<file path="src/rtl/dp_sched_pkg.sv">
// dp_sched_pkg: shared definitions for the dp_sched slice sequencer.
//   DP_MAX_N_SPLIT : default upper bound on splits per job
//   DP_TIMEOUT_W   : default watchdog counter width
//   dp_state_t     : sequencer state encoding
package dp_sched_pkg;

  localparam int unsigned DP_MAX_N_SPLIT = 4;
  localparam int unsigned DP_TIMEOUT_W   = 16;

  typedef enum logic [2:0] {
    DP_S_IDLE,
    DP_S_NTT_GO,
    DP_S_NTT_WAIT,
    DP_S_MADD_GO,
    DP_S_MADD_WAIT,
    DP_S_DONE
  } dp_state_t;

endpackage

</file>
<file path="src/rtl/dp_sched_if.sv">
// dp_sched_if: control and dp_core handshake bundle of the sequencer.
//   i_start / i_num_split / i_abort : job control from the top-level controller
//   o_ntt_start / i_ntt_done        : NTT pulse and completion level (dp_core)
//   o_madd_start / i_madd_done      : MADD pulse and completion level (dp_core)
//   o_idx_split                     : current split index to dp_core
//   o_busy / o_done / o_err         : status back to the top-level controller
// master: controller/dp_core side; slave: dp_sched.
interface dp_sched_if #(
  parameter int unsigned SPLIT_W = 2
);

  logic               i_start;
  logic [SPLIT_W-1:0] i_num_split;
  logic               i_abort;
  logic               o_ntt_start;
  logic               i_ntt_done;
  logic               o_madd_start;
  logic               i_madd_done;
  logic [SPLIT_W-1:0] o_idx_split;
  logic               o_busy;
  logic               o_done;
  logic               o_err;

  modport master (
    output i_start, i_num_split, i_abort, i_ntt_done, i_madd_done,
    input  o_ntt_start, o_madd_start, o_idx_split, o_busy, o_done, o_err
  );

  modport slave (
    input  i_start, i_num_split, i_abort, i_ntt_done, i_madd_done,
    output o_ntt_start, o_madd_start, o_idx_split, o_busy, o_done, o_err
  );

endinterface

</file>
<file path="src/rtl/dp_sched_edge_det.sv">
// dp_edge_det: 1-bit rising-edge detector.
//   clk, rst_n : clock, asynchronous active-low reset
//   d          : level input
//   rise       : d high now and low in the previous cycle
module dp_edge_det (
  input  logic clk,
  input  logic rst_n,
  input  logic d,
  output logic rise
);

  logic q;

  always_ff @(posedge clk or negedge rst_n) begin
    if (!rst_n) q <= 1'b0;
    else        q <= d;
  end

  assign rise = d & ~q;

endmodule

</file>
<file path="src/rtl/dp_sched.sv">
// dp_sched: per-split NTT -> MADD sequencer for one dp_core slice.
//   clk, rst_n : clock, asynchronous active-low reset
//   bus        : dp_sched_if slave (job control, dp_core pulses/done levels,
//                split index, busy/done/err status)
// One start runs splits 0..i_num_split; each wait state is guarded by a
// watchdog that raises a sticky error and returns to IDLE.
module dp_sched
  import dp_sched_pkg::*;
#(
  parameter int unsigned MAX_N_SPLIT = DP_MAX_N_SPLIT,
  parameter int unsigned SPLIT_W     = 2,
  parameter int unsigned TIMEOUT_W   = DP_TIMEOUT_W
) (
  input  logic       clk,
  input  logic       rst_n,
  dp_sched_if.slave  bus
);

  localparam logic [SPLIT_W-1:0]   SPLIT_LAST_MAX = SPLIT_W'(MAX_N_SPLIT - 1);
  // Counter starts at 0 on the entry cycle, so expiring one short of all-ones
  // makes the error visible exactly 2^TIMEOUT_W-1 cycles after entry.
  localparam logic [TIMEOUT_W-1:0] WD_LAST = {TIMEOUT_W{1'b1}} - TIMEOUT_W'(1);

  dp_state_t            state, state_nxt;
  logic [SPLIT_W-1:0]   idx, idx_nxt, num_split_r;
  logic [TIMEOUT_W-1:0] wd_cnt;
  logic                 ntt_rise, madd_rise;
  logic                 in_wait, wd_last, last_split, start_acc, timeout_hit;
  logic                 ntt_start_d, madd_start_d, busy_d, done_d, err_d;

  dp_edge_det u_ntt_edge (
    .clk  (clk),
    .rst_n(rst_n),
    .d    (bus.i_ntt_done),
    .rise (ntt_rise)
  );

  dp_edge_det u_madd_edge (
    .clk  (clk),
    .rst_n(rst_n),
    .d    (bus.i_madd_done),
    .rise (madd_rise)
  );

  assign in_wait     = (state == DP_S_NTT_WAIT) || (state == DP_S_MADD_WAIT);
  assign wd_last     = (wd_cnt == WD_LAST);
  assign last_split  = (idx == num_split_r);
  assign start_acc   = (state == DP_S_IDLE) && bus.i_start && !bus.i_abort;
  // A done edge in the expiry cycle wins over the timeout.
  assign timeout_hit = !bus.i_abort && wd_last &&
                       (((state == DP_S_NTT_WAIT)  && !ntt_rise) ||
                        ((state == DP_S_MADD_WAIT) && !madd_rise));

  always_ff @(posedge clk or negedge rst_n) begin
    if (!rst_n) state <= DP_S_IDLE;
    else        state <= state_nxt;
  end

  always_comb begin
    state_nxt = state;
    if (bus.i_abort) begin
      state_nxt = DP_S_IDLE;
    end else begin
      case (state)
        DP_S_IDLE:      if (bus.i_start) state_nxt = DP_S_NTT_GO;
        DP_S_NTT_GO:    state_nxt = DP_S_NTT_WAIT;
        DP_S_NTT_WAIT: begin
          if (ntt_rise)     state_nxt = DP_S_MADD_GO;
          else if (wd_last) state_nxt = DP_S_IDLE;
        end
        DP_S_MADD_GO:   state_nxt = DP_S_MADD_WAIT;
        DP_S_MADD_WAIT: begin
          if (madd_rise)    state_nxt = last_split ? DP_S_DONE : DP_S_NTT_GO;
          else if (wd_last) state_nxt = DP_S_IDLE;
        end
        DP_S_DONE:      state_nxt = DP_S_IDLE;
        default:        state_nxt = DP_S_IDLE;
      endcase
    end
  end

  // Outputs are decoded from the next state so the registered copies line up
  // with the state they belong to.
  always_comb begin
    ntt_start_d  = (state_nxt == DP_S_NTT_GO);
    madd_start_d = (state_nxt == DP_S_MADD_GO);
    busy_d       = (state_nxt != DP_S_IDLE);
    done_d       = (state_nxt == DP_S_DONE);

    err_d = bus.o_err;
    if (start_acc)        err_d = 1'b0;
    else if (timeout_hit) err_d = 1'b1;

    idx_nxt = idx;
    if (start_acc)
      idx_nxt = '0;
    else if (!bus.i_abort && (state == DP_S_MADD_WAIT) && madd_rise && !last_split)
      idx_nxt = idx + SPLIT_W'(1);
  end

  always_ff @(posedge clk or negedge rst_n) begin
    if (!rst_n) begin
      idx              <= '0;
      num_split_r      <= '0;
      wd_cnt           <= '0;
      bus.o_ntt_start  <= 1'b0;
      bus.o_madd_start <= 1'b0;
      bus.o_busy       <= 1'b0;
      bus.o_done       <= 1'b0;
      bus.o_err        <= 1'b0;
    end else begin
      idx              <= idx_nxt;
      wd_cnt           <= in_wait ? wd_cnt + TIMEOUT_W'(1) : '0;
      bus.o_ntt_start  <= ntt_start_d;
      bus.o_madd_start <= madd_start_d;
      bus.o_busy       <= busy_d;
      bus.o_done       <= done_d;
      bus.o_err        <= err_d;
      if (start_acc)
        num_split_r <= (bus.i_num_split > SPLIT_LAST_MAX) ? SPLIT_LAST_MAX : bus.i_num_split;
    end
  end

  assign bus.o_idx_split = idx;

endmodule
</file>
<file path="src/flat_wrapper.sv">
// flat-port wrapper written by rule: the top's interface ports become plain ports
module dp_sched_flat import dp_sched_pkg::*;
#(
  parameter int unsigned MAX_N_SPLIT = DP_MAX_N_SPLIT,
  parameter int unsigned SPLIT_W     = 2,
  parameter int unsigned TIMEOUT_W   = DP_TIMEOUT_W
)
  (clk, rst_n, bus_i_start, bus_i_num_split, bus_i_abort, bus_i_ntt_done, bus_i_madd_done, bus_o_ntt_start, bus_o_madd_start, bus_o_idx_split, bus_o_busy, bus_o_done, bus_o_err);
  dp_sched_if #(.SPLIT_W(SPLIT_W)) bus_i ();
  input  logic clk;
  input  logic rst_n;
  input wire logic [$bits(bus_i.i_start)-1:0] bus_i_start;
  input wire logic [$bits(bus_i.i_num_split)-1:0] bus_i_num_split;
  input wire logic [$bits(bus_i.i_abort)-1:0] bus_i_abort;
  input wire logic [$bits(bus_i.i_ntt_done)-1:0] bus_i_ntt_done;
  input wire logic [$bits(bus_i.i_madd_done)-1:0] bus_i_madd_done;
  output wire logic [$bits(bus_i.o_ntt_start)-1:0] bus_o_ntt_start;
  output wire logic [$bits(bus_i.o_madd_start)-1:0] bus_o_madd_start;
  output wire logic [$bits(bus_i.o_idx_split)-1:0] bus_o_idx_split;
  output wire logic [$bits(bus_i.o_busy)-1:0] bus_o_busy;
  output wire logic [$bits(bus_i.o_done)-1:0] bus_o_done;
  output wire logic [$bits(bus_i.o_err)-1:0] bus_o_err;
  assign bus_i.i_start = bus_i_start;
  assign bus_i.i_num_split = bus_i_num_split;
  assign bus_i.i_abort = bus_i_abort;
  assign bus_i.i_ntt_done = bus_i_ntt_done;
  assign bus_i.i_madd_done = bus_i_madd_done;
  assign bus_o_ntt_start = bus_i.o_ntt_start;
  assign bus_o_madd_start = bus_i.o_madd_start;
  assign bus_o_idx_split = bus_i.o_idx_split;
  assign bus_o_busy = bus_i.o_busy;
  assign bus_o_done = bus_i.o_done;
  assign bus_o_err = bus_i.o_err;
  dp_sched #(.MAX_N_SPLIT(MAX_N_SPLIT), .SPLIT_W(SPLIT_W), .TIMEOUT_W(TIMEOUT_W)) u_core (.clk(clk), .rst_n(rst_n), .bus(bus_i));
endmodule
</file>
<file path="config.mk">
export PLATFORM = sky130hd
export DESIGN_NAME = dp_sched_flat
export DESIGN_NICKNAME = d
export VERILOG_FILES = /design/src/rtl/dp_sched_pkg.sv /design/src/rtl/dp_sched_if.sv /design/src/rtl/dp_sched_edge_det.sv /design/src/rtl/dp_sched.sv /design/src/flat_wrapper.sv
export SDC_FILE = /design/constraint.sdc
export NUM_CORES = 1
export LEC_CHECK = 0
export BUFFER_PORTS_ARGS = -buffer_cell sky130_fd_sc_hd__buf_4
export CAP_MARGIN = 25
export CORE_MARGIN = 4
export CORE_UTILIZATION = 40
export CTS_CLUSTER_DIAMETER = 80
export DETAILED_ROUTE_END_ITERATION = 6
export GPL_ROUTABILITY_DRIVEN = 0
export PLACE_DENSITY_LB_ADDON = 0.3
export SETUP_SLACK_MARGIN = 0.05
export SLEW_MARGIN = 20
export SYNTH_ARGS = -nofsm -noshare
export SYNTH_HDL_FRONTEND = slang
export SYNTH_SLANG_ARGS = --single-unit
</file>
<file path="constraint.sdc">
create_clock -name clk -period 2.5 [get_ports clk]
set_clock_uncertainty 0.05 [all_clocks]
set_input_delay 0.375 -clock clk [delete_from_list [all_inputs] [get_ports clk]]
set_output_delay 0.375 -clock clk [all_outputs]
set_load 0.02 [all_outputs]
</file>
==> results.md, run 1 <==
- Fin Setup TNS: 0 ns
- Fillers: approximately 320
- Fin cells: ~210
- Met3 wire len: roughly 150 microns
- Final Cycle Share: 75.29%
- WP buf/inv: 0
- Top-area cell type share of the netlist area: approximately half
- Cells after synthesis: 145
- Arrival time worst endpoint: 2.05 ns
- Ys Warns: 0
- Worst min-delay path class: primary input to flop
- Slew Limit Fails: 0
- Drt wl/cell: between 10 and 15 microns
- Total of max-cap violations: 0
- Die H: 68.70 microns
- Final setup viols: 0
- Worst-path clk slew: roughly 0.060 ns
- Power share of the clock group: approximately two fifths
- Crit path max fanout: 7
- Slew Limit Headroom: between 60% and 70%
- FF/Latch Area: around 750 sq um
- Ys async rst share: 100.0%
- Outcome: finished, final reports clean
- Critical path class: flop to flop
- Data required, critical path: approximately 2.7 ns
- Syn_area_per_cell: approximately 10 sq um
- P_int: between 0.0007 and 0.0008 W
- Wl on met1: 1271 microns
- DRC errors left: 0
- First-pass iteration count of the detailed router: 4
- CTS tree: built
- Maximum single-stage delay on the critical path: around 0.54 ns
- Met2 wire len: between 1000 and 1500 microns
- Switching Share: 25.07%
- Layout cells sized above 1: between 10% and 20%
- Htree depth: 2
- Top delay family on crit path: simple AND/OR/NAND/NOR gates
- FMAX: ~0.53 GHz
- Sequential fraction of the synthesis area: about half
- HPWL after DPL: between 1500 and 2000 microns
- Clock root buffer: clkbuf_8
- Area taken by multi-input logic gates: ~670 sq um
- Max rail drop VDD: around 280 uV
- DR top layer: met4
- Ant diodes: 0
- Global Route Usage Sum: 14.53%
- Ports: 15
- Endpoint kind of the worst setup timing path: flop
- Top cells by area, synth: dfrtp_1 51%, nor2_1 5.3%, xnor2_1 5.3%, xor2_1 3.6%, nand4_1 3.4%
- Ys flop type: dfrtp_1
- Grt ovf: 0
- Synth Area in Compound Gates: about 6.7%
- Finished Cell Area: around 1700 sq um
- Pin count of the biggest net entering global routing: 31
- Clock Tree Buf Depth: 2
- Fin nets: 172
- Die area: approximately 4700 sq um
- Yosys reg bits: 30
- Core ar.: 3442 sq um
- Placed inst area: about 1600 sq um
- DRT iter0 DRCs: just over 60
- Syn_nets: between 150 and 200
- Min cycle time layout: 1.882 ns
- First-pass GRT wire length: 4836 microns
- Leading area contributor after synthesis: dfrtp_1
- CP Launch Type: flop
- Vias in the first global route: between 1000 and 1500
- Clock Latency Late Sink: roughly 0.28 ns
- Share of power burned in registers: between 50% and 60%
- Synthesized-area fraction occupied by adder cells: 1.698%
- Vias per cell: 5.297
- Simple-Gate Fraction of Synth Area: between 20% and 30%
- Port-buffer cells: 14
- DR vias: around 1100
- Post-synthesis xor/xnor area fraction: between 8 and 9%
- Routed Antenna Nets: 0
- TritonCTS Buffers: 5
- Critical Path, Cell by Cell: nand4_1 > nor4_1 > o211a_1 > and4b_1
- CTS sink count: 30
- CP max-delay cell: nor4_1
- Synthesized area: 1474 sq um
- Main combinational cell family by area after synthesis: simple AND/OR/NAND/NOR gates
- Routed WL: around 2700 microns
- Gate power share: a little over a tenth
- PD cells: a little over 600 nW/um^2
- Die width: 68.70 microns
- Post-synth EDFFs: 0
- Reported net switching power: around 0.00026 W
- Resized cells post-CTS: 0
- Leakage Power: 0.7191 nW
- Synth cell types: 42
- Tot Pwr: between 0.001 and 0.0015 W
- Final Hold Fails: 0
- RSZ-0062 raised after global routing: no
- Initial antenna violation count: 0
- Mux cell area share after synthesis: under 10%
- Initial core utilization: 42.82%
- Worst-Margin Slew: between 0.5 and 0.6 ns
- Std-Cell Rows: 21
- Area delta synth->final: 16.04%
- Dpl cells: 200
- Final design utilization: around 50%
[worst reg2reg max path, stage by stage (launching register included)]
cell,delay [ns]
dfrtp_1,0.42
nand4_1,0.30
nor4_1,0.54
o211a_1,0.30
and4b_1,0.21
[cell type report]
class	instances	share of cell area [%]
inverters	6	1.317
repair buffers	15	6.730
flip-flops and latches	30	43.89
clock inverters	1	0.2926
clock buffers	7	5.048
multi-input cells	104	39.36
well taps	46	3.365
[placed cells by master (no fill, tap or decap), types with 2 or more instances in the layout]
master and n:
nand4_1 8, nand3_1 4, mux2_2 2, dfrtp_1 30, ha_1 2, a21o_1 2
nand2b_1 3, nor3b_1 2, xor2_1 6, xnor2_1 9, and3b_1 3, nand2_1 8
nor2_1 21, nor4_1 5, inv_1 6, clkbuf_8 6, o21ai_0 2, nor2b_1 2
and2_1 2, buf_4 14, a21oi_1 3
[flip-flops by register name (all words and copies together) (netlist names)]
signal / flops
u_core.bus.o_busy: 1
u_core.bus.o_done: 1
u_core.bus.o_err: 1
u_core.bus.o_idx_split: 2
u_core.bus.o_madd_start: 1
u_core.bus.o_ntt_start: 1
u_core.num_split_r: 2
u_core.state: 3
u_core.u_madd_edge.q: 1
u_core.u_ntt_edge.q: 1
u_core.wd_cnt: 16
[cells in the mapped netlist, types with 2 or more instances]
cell	number
and2_1	2
xor2_1	6
mux2_2	2
inv_1	6
nand3_1	4
nor2_1	21
nor4_1	5
a21oi_1	3
and3b_1	3
dfrtp_1	30
nand2_1	8
xnor2_1	9
nand2b_1	3
a21o_1	2
nor2b_1	2
ha_1	2
clkbuf_1	3
nor3b_1	2
o21ai_0	2
nand4_1	8
[power by group through the flow]
stage	clock (W)	sequential (W)	combinational (W)
6_report	0.000402	0.000527	0.000110
5_1_grt	0.000446	0.000530	0.000123
4_1_cts	0.000421	0.000527	0.000111
3_5_place_dp	0	0.000536	0.000110
3_3_place_gp	0	0.000535	0.000107
2_1_floorplan	0	0.000533	0.0000744
[worst paths after layout]
kind | startpoint | endpoint | slack, ns | cells past startpoint
max | u_core.wd_cnt[2]$_DFF_PN0_ | u_core.bus.o_ntt_start$_DFF_PN0_ | 0.62 | 4
min | bus_i_madd_done | u_core.u_madd_edge.q$_DFF_PN0_ | 0.16 | 1
max reg2reg | u_core.wd_cnt[2]$_DFF_PN0_ | u_core.bus.o_ntt_start$_DFF_PN0_ | 0.62 | 4
min reg2reg | u_core.wd_cnt[0]$_DFF_PN0_ | u_core.wd_cnt[0]$_DFF_PN0_ | 0.47 | 1
max in group asynchronous | rst_n | u_core.wd_cnt[3]$_DFF_PN0_ | 1.62 | 2
min in group asynchronous | rst_n | u_core.bus.o_madd_start$_DFF_PN0_ | 0.49 | 2
[metrics by stage]
stage	setup WS, ns	hold slack [ns]
after detailed placement	0.5904	0.2722
after global placement	0.7022	0.2681
after global routing	0.4089	0.1432
final	0.6177	0.1573
after floorplan	0.7412	0.02941
after CTS	0.5949	0.1436
[cells by family after synthesis]
family          Yosys count
buf+inv                  11
xor+xnor                 15
simple gates             70
fa+ha+maj                 2
flops                    30
mux                       3
compound gates           14
[per-layer routing]
layer | global-route usage, % | up-vias
li1 | - | 543
met3 | 6.321 | 6
met4 | 8.029 | 0
met1 | 16.48 | 541
met2 | 22.88 | 17
met5 | 0 | -
[timing repair]
action	4_1_cts	5_1_grt
hold buffers	1	0
endpoints found under the setup margin	0	0
buffers inserted	0	0
endpoints found under the hold margin	30	0
(Power assumes the default switching activity.)
==> run 2: changes to the inputs <==
clock period = 1.9 ns   (was 2.5 ns; I/O delays follow)
==> results.md, run 2 (same netlist as run 1, synthesis figures left out) <==
- Ant diodes: 0 (unchanged)
- CTS sink count: 30 (unchanged)
- Port-buffer cells: 14 (unchanged)
- DRT iter0 DRCs: 54 (was 62)
- Vias per cell: 5.376 (was 5.297)
- Die area: 4720 sq um (unchanged)
- Initial antenna violation count: 0 (unchanged)
- Worst min-delay path class: primary input to flop (unchanged)
- Std-Cell Rows: 21 (unchanged)
- Routed Antenna Nets: 0 (unchanged)
- Endpoint kind of the worst setup timing path: flop (unchanged)
- DR vias: 1145 (was 1107)
- Highest-count cells in the layout ignoring fill and taps: 30 x dfrtp_1, 21 x nor2_1, 18 x buf_4 (was 30 x dfrtp_1, 21 x nor2_1, 14 x buf_4)
- Worst-path clk slew: 0.07 ns (was 0.06 ns)
- Area delta synth->final: 18.51% (was 16.04%)
- Die H: 68.70 microns (unchanged)
- Final setup viols: 0 (unchanged)
- Data required, critical path: 2.06 ns (was 2.67 ns)
- Layout cells sized above 1: 17.37% (was 14.72%)
- Final Cycle Share: 92.90% (was 75.29%)
- Initial core utilization: 42.82% (unchanged)
- R2r setup slk: 0.13 ns (was 0.62 ns)
- Min-delay src: bus_i_madd_done (unchanged)
- R2R cell count: 4 (unchanged)
- Outcome: finished, final reports clean (unchanged)
- FMAX: 0.5665 GHz (was 0.5313 GHz)
- Max rail drop VDD: 392.5 uV (was 282.1 uV)
- Placed inst area: 1639 sq um (was 1609 sq um)
- First-pass iteration count of the detailed router: 4 (unchanged)
- Slew Limit Fails: 0 (unchanged)
- Worst-Margin Slew: 0.5001 ns (was 0.5138 ns)
- Htree depth: 2 (unchanged)
- Drt wl/cell: 13.47 microns (was 13.14 microns)
- Critical path class: flop to flop (unchanged)
- Die width: 68.70 microns (unchanged)
- Reg-to-Reg Start: u_core.state[2]$_DFF_PN0_ (was u_core.wd_cnt[2]$_DFF_PN0_)
- HPWL after DPL: 2068 microns (was 1903 microns)
- Max reg flops: 16 (unchanged)
- Final design utilization: 50.75% (was 49.69%)
- Clock Latency Late Sink: 0.28 ns (about the same)
- TritonCTS Buffers: 5 (unchanged)
- PD cells: 781.4 nW/um^2 (was 607.3 nW/um^2)
- Final Hold Fails: 0 (unchanged)
- Core ar.: 3442 sq um (unchanged)
- Crit path max fanout: 7 (unchanged)
- Hold endpoint: u_core.u_madd_edge.q$_DFF_PN0_ (unchanged)
- Most common cell after layout, fill and taps aside: dfrtp_1 (unchanged)
- Fin nets: 176 (was 172)
- Worst reg2reg endpoint: u_core.bus.o_idx_split[1]$_DFFE_PN0P_ (was u_core.bus.o_ntt_start$_DFF_PN0_)
- Finished Cell Area: 1747 sq um (was 1710 sq um)
- Slew Limit Headroom: 66.66% (was 65.43%)
- Routed WL: 2870 microns (was 2746 microns)
- DRC errors left: 0 (unchanged)
- Hold path cells: 1 (unchanged)
- Top Registers: u_core.wd_cnt (16), u_core.state (3) (unchanged)
- Final setup margin: 0.1349 ns (was 0.6177 ns)
- Pre-CTS WS: 0.1253 ns (was 0.5904 ns)
- Vias in the first global route: 1152 (was 1082)
- Clock root buffer: clkbuf_8 (unchanged)
- Leakage Power: 0.7406 nW (was 0.7191 nW)
- Min cycle time layout: 1.765 ns (was 1.882 ns)
- Largest Register: u_core.wd_cnt (unchanged)
- Ports: 15 (unchanged)
- CTS tree: built (unchanged)
- Arrival time worst endpoint: 1.93 ns (was 2.05 ns)
- Total of max-cap violations: 0 (unchanged)
- CP Launch Type: flop (unchanged)
- Clock Tree Buf Depth: 2 (unchanged)
- Grt ovf: 0 (unchanged)
- Pin count of the biggest net entering global routing: 31 (unchanged)
- First-pass GRT wire length: 5071 microns (was 4836 microns)
- Global Route Usage Sum: 14.74% (was 14.53%)
- RSZ-0062 raised after global routing: no (unchanged)
- Fin Setup TNS: 0 ns (unchanged)
## run 2: cell types whose count changed in the layout (fill, tap and decap cells not counted)
| cell | delta |
|---|---|
| buf_4 | +4 |
| nor4b_1 | -1 |
| nor4b_2 | +1 |
## run 2: metal layers
layer	GRT usage, %	vias to the layer above	share of wire (%)	wire, microns
li1	-	552	-	-
met1	15.86	568	43	1233
met2	25.74	21	50	1448
met3	4.862	4	5.3	151
met4	7.299	0	1.3	36
met5	0	-	0	0
## run 2: report_power, final
| part | switching [W] | internal [W] | total (W) |
|---|---|---|---|
| sequential | 0.0000200 | 0.000667 | 0.000687 |
| clock | 0.000227 | 0.000291 | 0.000518 |
| combinational | 0.0000885 | 0.0000711 | 0.000160 |
## run 2: critical path, cell delays in order (launching register included)
cell and delay [ns]:
dfrtp_1 0.43, or3b_1 0.37, a2111o_1 0.39, or3_1 0.32
a21oi_1 0.14
## run 2: worst max path at each step
stage,start,to,slack [ns],cells past startpoint
final,u_core.state[2]$_DFF_PN0_,u_core.bus.o_idx_split[1]$_DFFE_PN0P_,0.13,4
after detailed placement,u_core.state[2]$_DFF_PN0_,u_core.bus.o_idx_split[1]$_DFFE_PN0P_,0.13,4
after floorplan,u_core.state[1]$_DFF_PN0_,u_core.bus.o_idx_split[1]$_DFFE_PN0P_,0.14,5
after global routing,u_core.wd_cnt[0]$_DFF_PN0_,u_core.bus.o_done$_DFF_PN0_,0.06,7
after CTS,u_core.state[2]$_DFF_PN0_,u_core.bus.o_idx_split[1]$_DFFE_PN0P_,0.13,4
after global placement,u_core.state[2]$_DFF_PN0_,u_core.bus.o_idx_split[1]$_DFFE_PN0P_,0.20,4
## run 2: final cells by class
class                   count  area [sq um]
inverters                   6         22.52
flip-flops and latches     30         750.7
fillers                   321          1695
multi-input cells         104         679.4
clock buffers               7         86.33
well taps                  46         57.56
repair buffers             19         145.1
clock inverters             1         5.005
## run 2: metrics by stage
stage | hold WS [ns] | std cells | total power [W]
after floorplan | -0.06059 | 145 | 0.0007994
after global placement | 0.1814 | 204 | 0.0008513
after detailed placement | 0.1802 | 204 | 0.0008581
after CTS | 0.06276 | 213 | 0.001390
after global routing | 0.06680 | 213 | 0.001438
final | 0.07104 | 213 | 0.001365
## run 2: what timing repair did
item,CTS,global route
hold endpoints to repair,30,0
gates resized for setup,0,1
setup endpoints to repair,0,1
buffers inserted,0,0
hold buffers,1,0
==> run 3: changes to the inputs <==
REMOVE_ABC_BUFFERS = 1   (was default)
==> results.md, run 3 (same netlist as run 1, synthesis figures left out) <==
- Outcome: finished, final reports clean (unchanged)
- DR vias: 1109 (was 1145)
- PD cells: 777.4 nW/um^2 (was 781.4 nW/um^2)
- Gr busiest metal: met2 (unchanged)
- Fillers: 324 (was 321)
- Top Registers: u_core.wd_cnt (16), u_core.state (3) (unchanged)
- Slew Limit Fails: 0 (unchanged)
- First-pass GRT wire length: 5099 microns (was 5071 microns)
- Global Route Usage Sum: 14.99% (was 14.74%)
- Min cycle time layout: 1.743 ns (was 1.765 ns)
- Final Cycle Share: 91.72% (was 92.90%)
- P_int: 0.001031 W (was 0.001030 W)
- Fin Setup TNS: 0 ns (unchanged)
- Area delta synth->final: 20.03% (was 18.51%)
- Slew Limit Headroom: 66.27% (was 66.66%)
- R2r setup slk: 0.16 ns (was 0.13 ns)
- Met1 usage: 17.04% (was 15.86%)
- Max rail drop VDD: 536.4 uV (was 392.5 uV)
- Hold path cells: 1 (unchanged)
- Arrival time worst endpoint: 1.90 ns (was 1.93 ns)
- HPWL after DPL: 2055 microns (was 2068 microns)
- First-pass iteration count of the detailed router: 4 (unchanged)
- Layout cells sized above 1: 19.64% (was 17.37%)
- Grt ovf: 0 (unchanged)
- Die area: 4720 sq um (unchanged)
- CP Launch Type: flop (unchanged)
- Power share of the clock group: 38.4% (was 38.0%)
- Std-Cell Rows: 21 (unchanged)
- Gate power share: 11.7% (about the same)
- Critical Path, Cell by Cell: or3b_1 > a2111o_1 > or3_1 > a21oi_1 (unchanged)
- Data required, critical path: 2.06 ns (about the same)
- FMAX: 0.5739 GHz (was 0.5665 GHz)
- Met3 Use GR: 5.997% (was 4.862%)
- Final Hold Fails: 0 (unchanged)
- Largest Register: u_core.wd_cnt (unchanged)
- Final hold slack: 0.07657 ns (was 0.07104 ns)
- Drt wl/cell: 13.49 microns (was 13.47 microns)
- Clock Tree Buf Depth: 2 (unchanged)
- Total of max-cap violations: 0 (unchanged)
- TritonCTS Buffers: 5 (unchanged)
- Ant diodes: 0 (unchanged)
- DRT iter0 DRCs: 52 (was 54)
- Endpoint kind of the worst setup timing path: flop (unchanged)
- Initial core utilization: 42.82% (unchanged)
- Vias per cell: 5.182 (was 5.376)
- Core ar.: 3442 sq um (unchanged)
- Fin nets: 177 (was 176)
- Pin count of the biggest net entering global routing: 31 (unchanged)
- RSZ-0062 raised after global routing: yes (was no)
- Reported net switching power: 0.0003441 W (was 0.0003350 W)
- Ports: 15 (unchanged)
- Routed Antenna Nets: 0 (unchanged)
- Routed WL: 2886 microns (was 2870 microns)
- Highest-count cells in the layout ignoring fill and taps: 29 x dfrtp_1, 21 x nor2_1, 19 x buf_4 (was 30 x dfrtp_1, 21 x nor2_1, 18 x buf_4)
- Worst min-delay path class: primary input to flop (unchanged)
- Critical path class: flop to flop (unchanged)
- Reg-to-Reg Start: u_core.state[2]$_DFF_PN0_ (unchanged)
- Htree depth: 2 (unchanged)
- Min-delay src: bus_i_madd_done (unchanged)
- Initial antenna violation count: 0 (unchanged)
- Share of power burned in registers: 49.9% (was 50.4%)
- Most common cell after layout, fill and taps aside: dfrtp_1 (unchanged)
- Leakage Power: 0.7434 nW (was 0.7406 nW)
- Final setup viols: 0 (unchanged)
- Final design utilization: 51.40% (was 50.75%)
- Tot Pwr: 0.001375 W (was 0.001365 W)
- Clock root buffer: clkbuf_8 (unchanged)
- Worst-path clk slew: 0.06 ns (was 0.07 ns)
- Worst-Margin Slew: 0.5059 ns (was 0.5001 ns)
- Vias in the first global route: 1148 (was 1152)
- Switching Share: 25.01% (was 24.55%)
- DRC errors left: 0 (unchanged)
- Worst reg2reg endpoint: u_core.bus.o_idx_split[1]$_DFFE_PN0P_ (unchanged)
- Clock Latency Late Sink: 0.29 ns (was 0.28 ns)
- Maximum single-stage delay on the critical path: 0.40 ns (was 0.43 ns)
- Postcts setup bufs: 0 (unchanged)
- CP max-delay cell: dfrtp_2 (was dfrtp_1)
- Die H: 68.70 microns (unchanged)
- Max reg flops: 16 (unchanged)
- Port-buffer cells: 14 (unchanged)
- CTS tree: built (unchanged)
- Met2 Track Usage GR: 23.96% (was 25.74%)
- Die width: 68.70 microns (unchanged)
- Hold endpoint: u_core.u_madd_edge.q$_DFF_PN0_ (unchanged)
- CTS sink count: 30 (unchanged)
- R2R cell count: 4 (unchanged)
- Crit path max fanout: 7 (unchanged)
-- run 3: changes by cell type in the layout (fill, tap and decap cells not counted) --
cell and change:
o211a_4 +1, buf_4 +1, nor4_2 +1, nor4_1 -1
dfrtp_2 +1, o211a_1 -1, dfrtp_1 -1
-- run 3: metal layers --
metal / up-vias / wire length, microns
li1: 547 / -
met1: 544 / 1259
met2: 13 / 1435
met3: 5 / 136
met4: 0 / 53
met5: - / 0
-- run 3: what timing repair did --
action	in CTS	in global routing
hold buffers	1	0
resized for setup	0	4
endpoints found under the setup margin	0	4
endpoints found under the hold margin	30	0
-- run 3: power groups by stage --
stage | registers (W) | clock network (W) | logic [W]
final | 0.000687 | 0.000528 | 0.000161
after global routing | 0.000691 | 0.000577 | 0.000180
after CTS | 0.000687 | 0.000546 | 0.000161
after detailed placement | 0.000698 | 0 | 0.000159
after global placement | 0.000697 | 0 | 0.000154
after floorplan | 0.000707 | 0 | 0.0000809
-- run 3: how the worst max path moves through the flow --
stage / start / end / cells past startpoint
floorplan: u_core.state[1]$_DFF_PN0_ / u_core.bus.o_idx_split[1]$_DFFE_PN0P_ / 4
global placement: u_core.wd_cnt[0]$_DFF_PN0_ / u_core.bus.o_done$_DFF_PN0_ / 7
detailed placement: u_core.state[2]$_DFF_PN0_ / u_core.bus.o_idx_split[1]$_DFFE_PN0P_ / 4
CTS: u_core.state[2]$_DFF_PN0_ / u_core.bus.o_idx_split[1]$_DFFE_PN0P_ / 4
global route: u_core.wd_cnt[10]$_DFF_PN0_ / u_core.wd_cnt[15]$_DFF_PN0_ / 4
finish: u_core.state[2]$_DFF_PN0_ / u_core.bus.o_idx_split[1]$_DFFE_PN0P_ / 4
-- run 3: critical path, delay by kind of cell (launching register included) --
kind | cells | cell delay, ns
AOI/OAI and AO/OA | 2 | 0.53
DFF | 1 | 0.40
and+or+nand+nor | 2 | 0.68
-- run 3: area by class of cell --
type	instances	area, sq um	share of cell area (%)
Inverter	6	22.52	1.273
Sequential cell	30	752.0	42.50
Clock inverter	1	5.005	0.2829
Multi-Input combinational cell	104	693.2	39.18
Timing Repair Buffer	20	152.6	8.628
Tap cell	46	57.56	3.253
Clock buffer	7	86.33	4.880
-- run 3: per-stage QoR --
step / setup WS (ns) / cells / cell area [sq um]
after global placement: 0.1936 / 205 / 1647
after detailed placement: 0.1386 / 205 / 1647
after floorplan: 0.1796 / 140 / 1446
after CTS: 0.1221 / 214 / 1748
after global routing: 0.04137 / 214 / 1769
final: 0.1574 / 214 / 1769
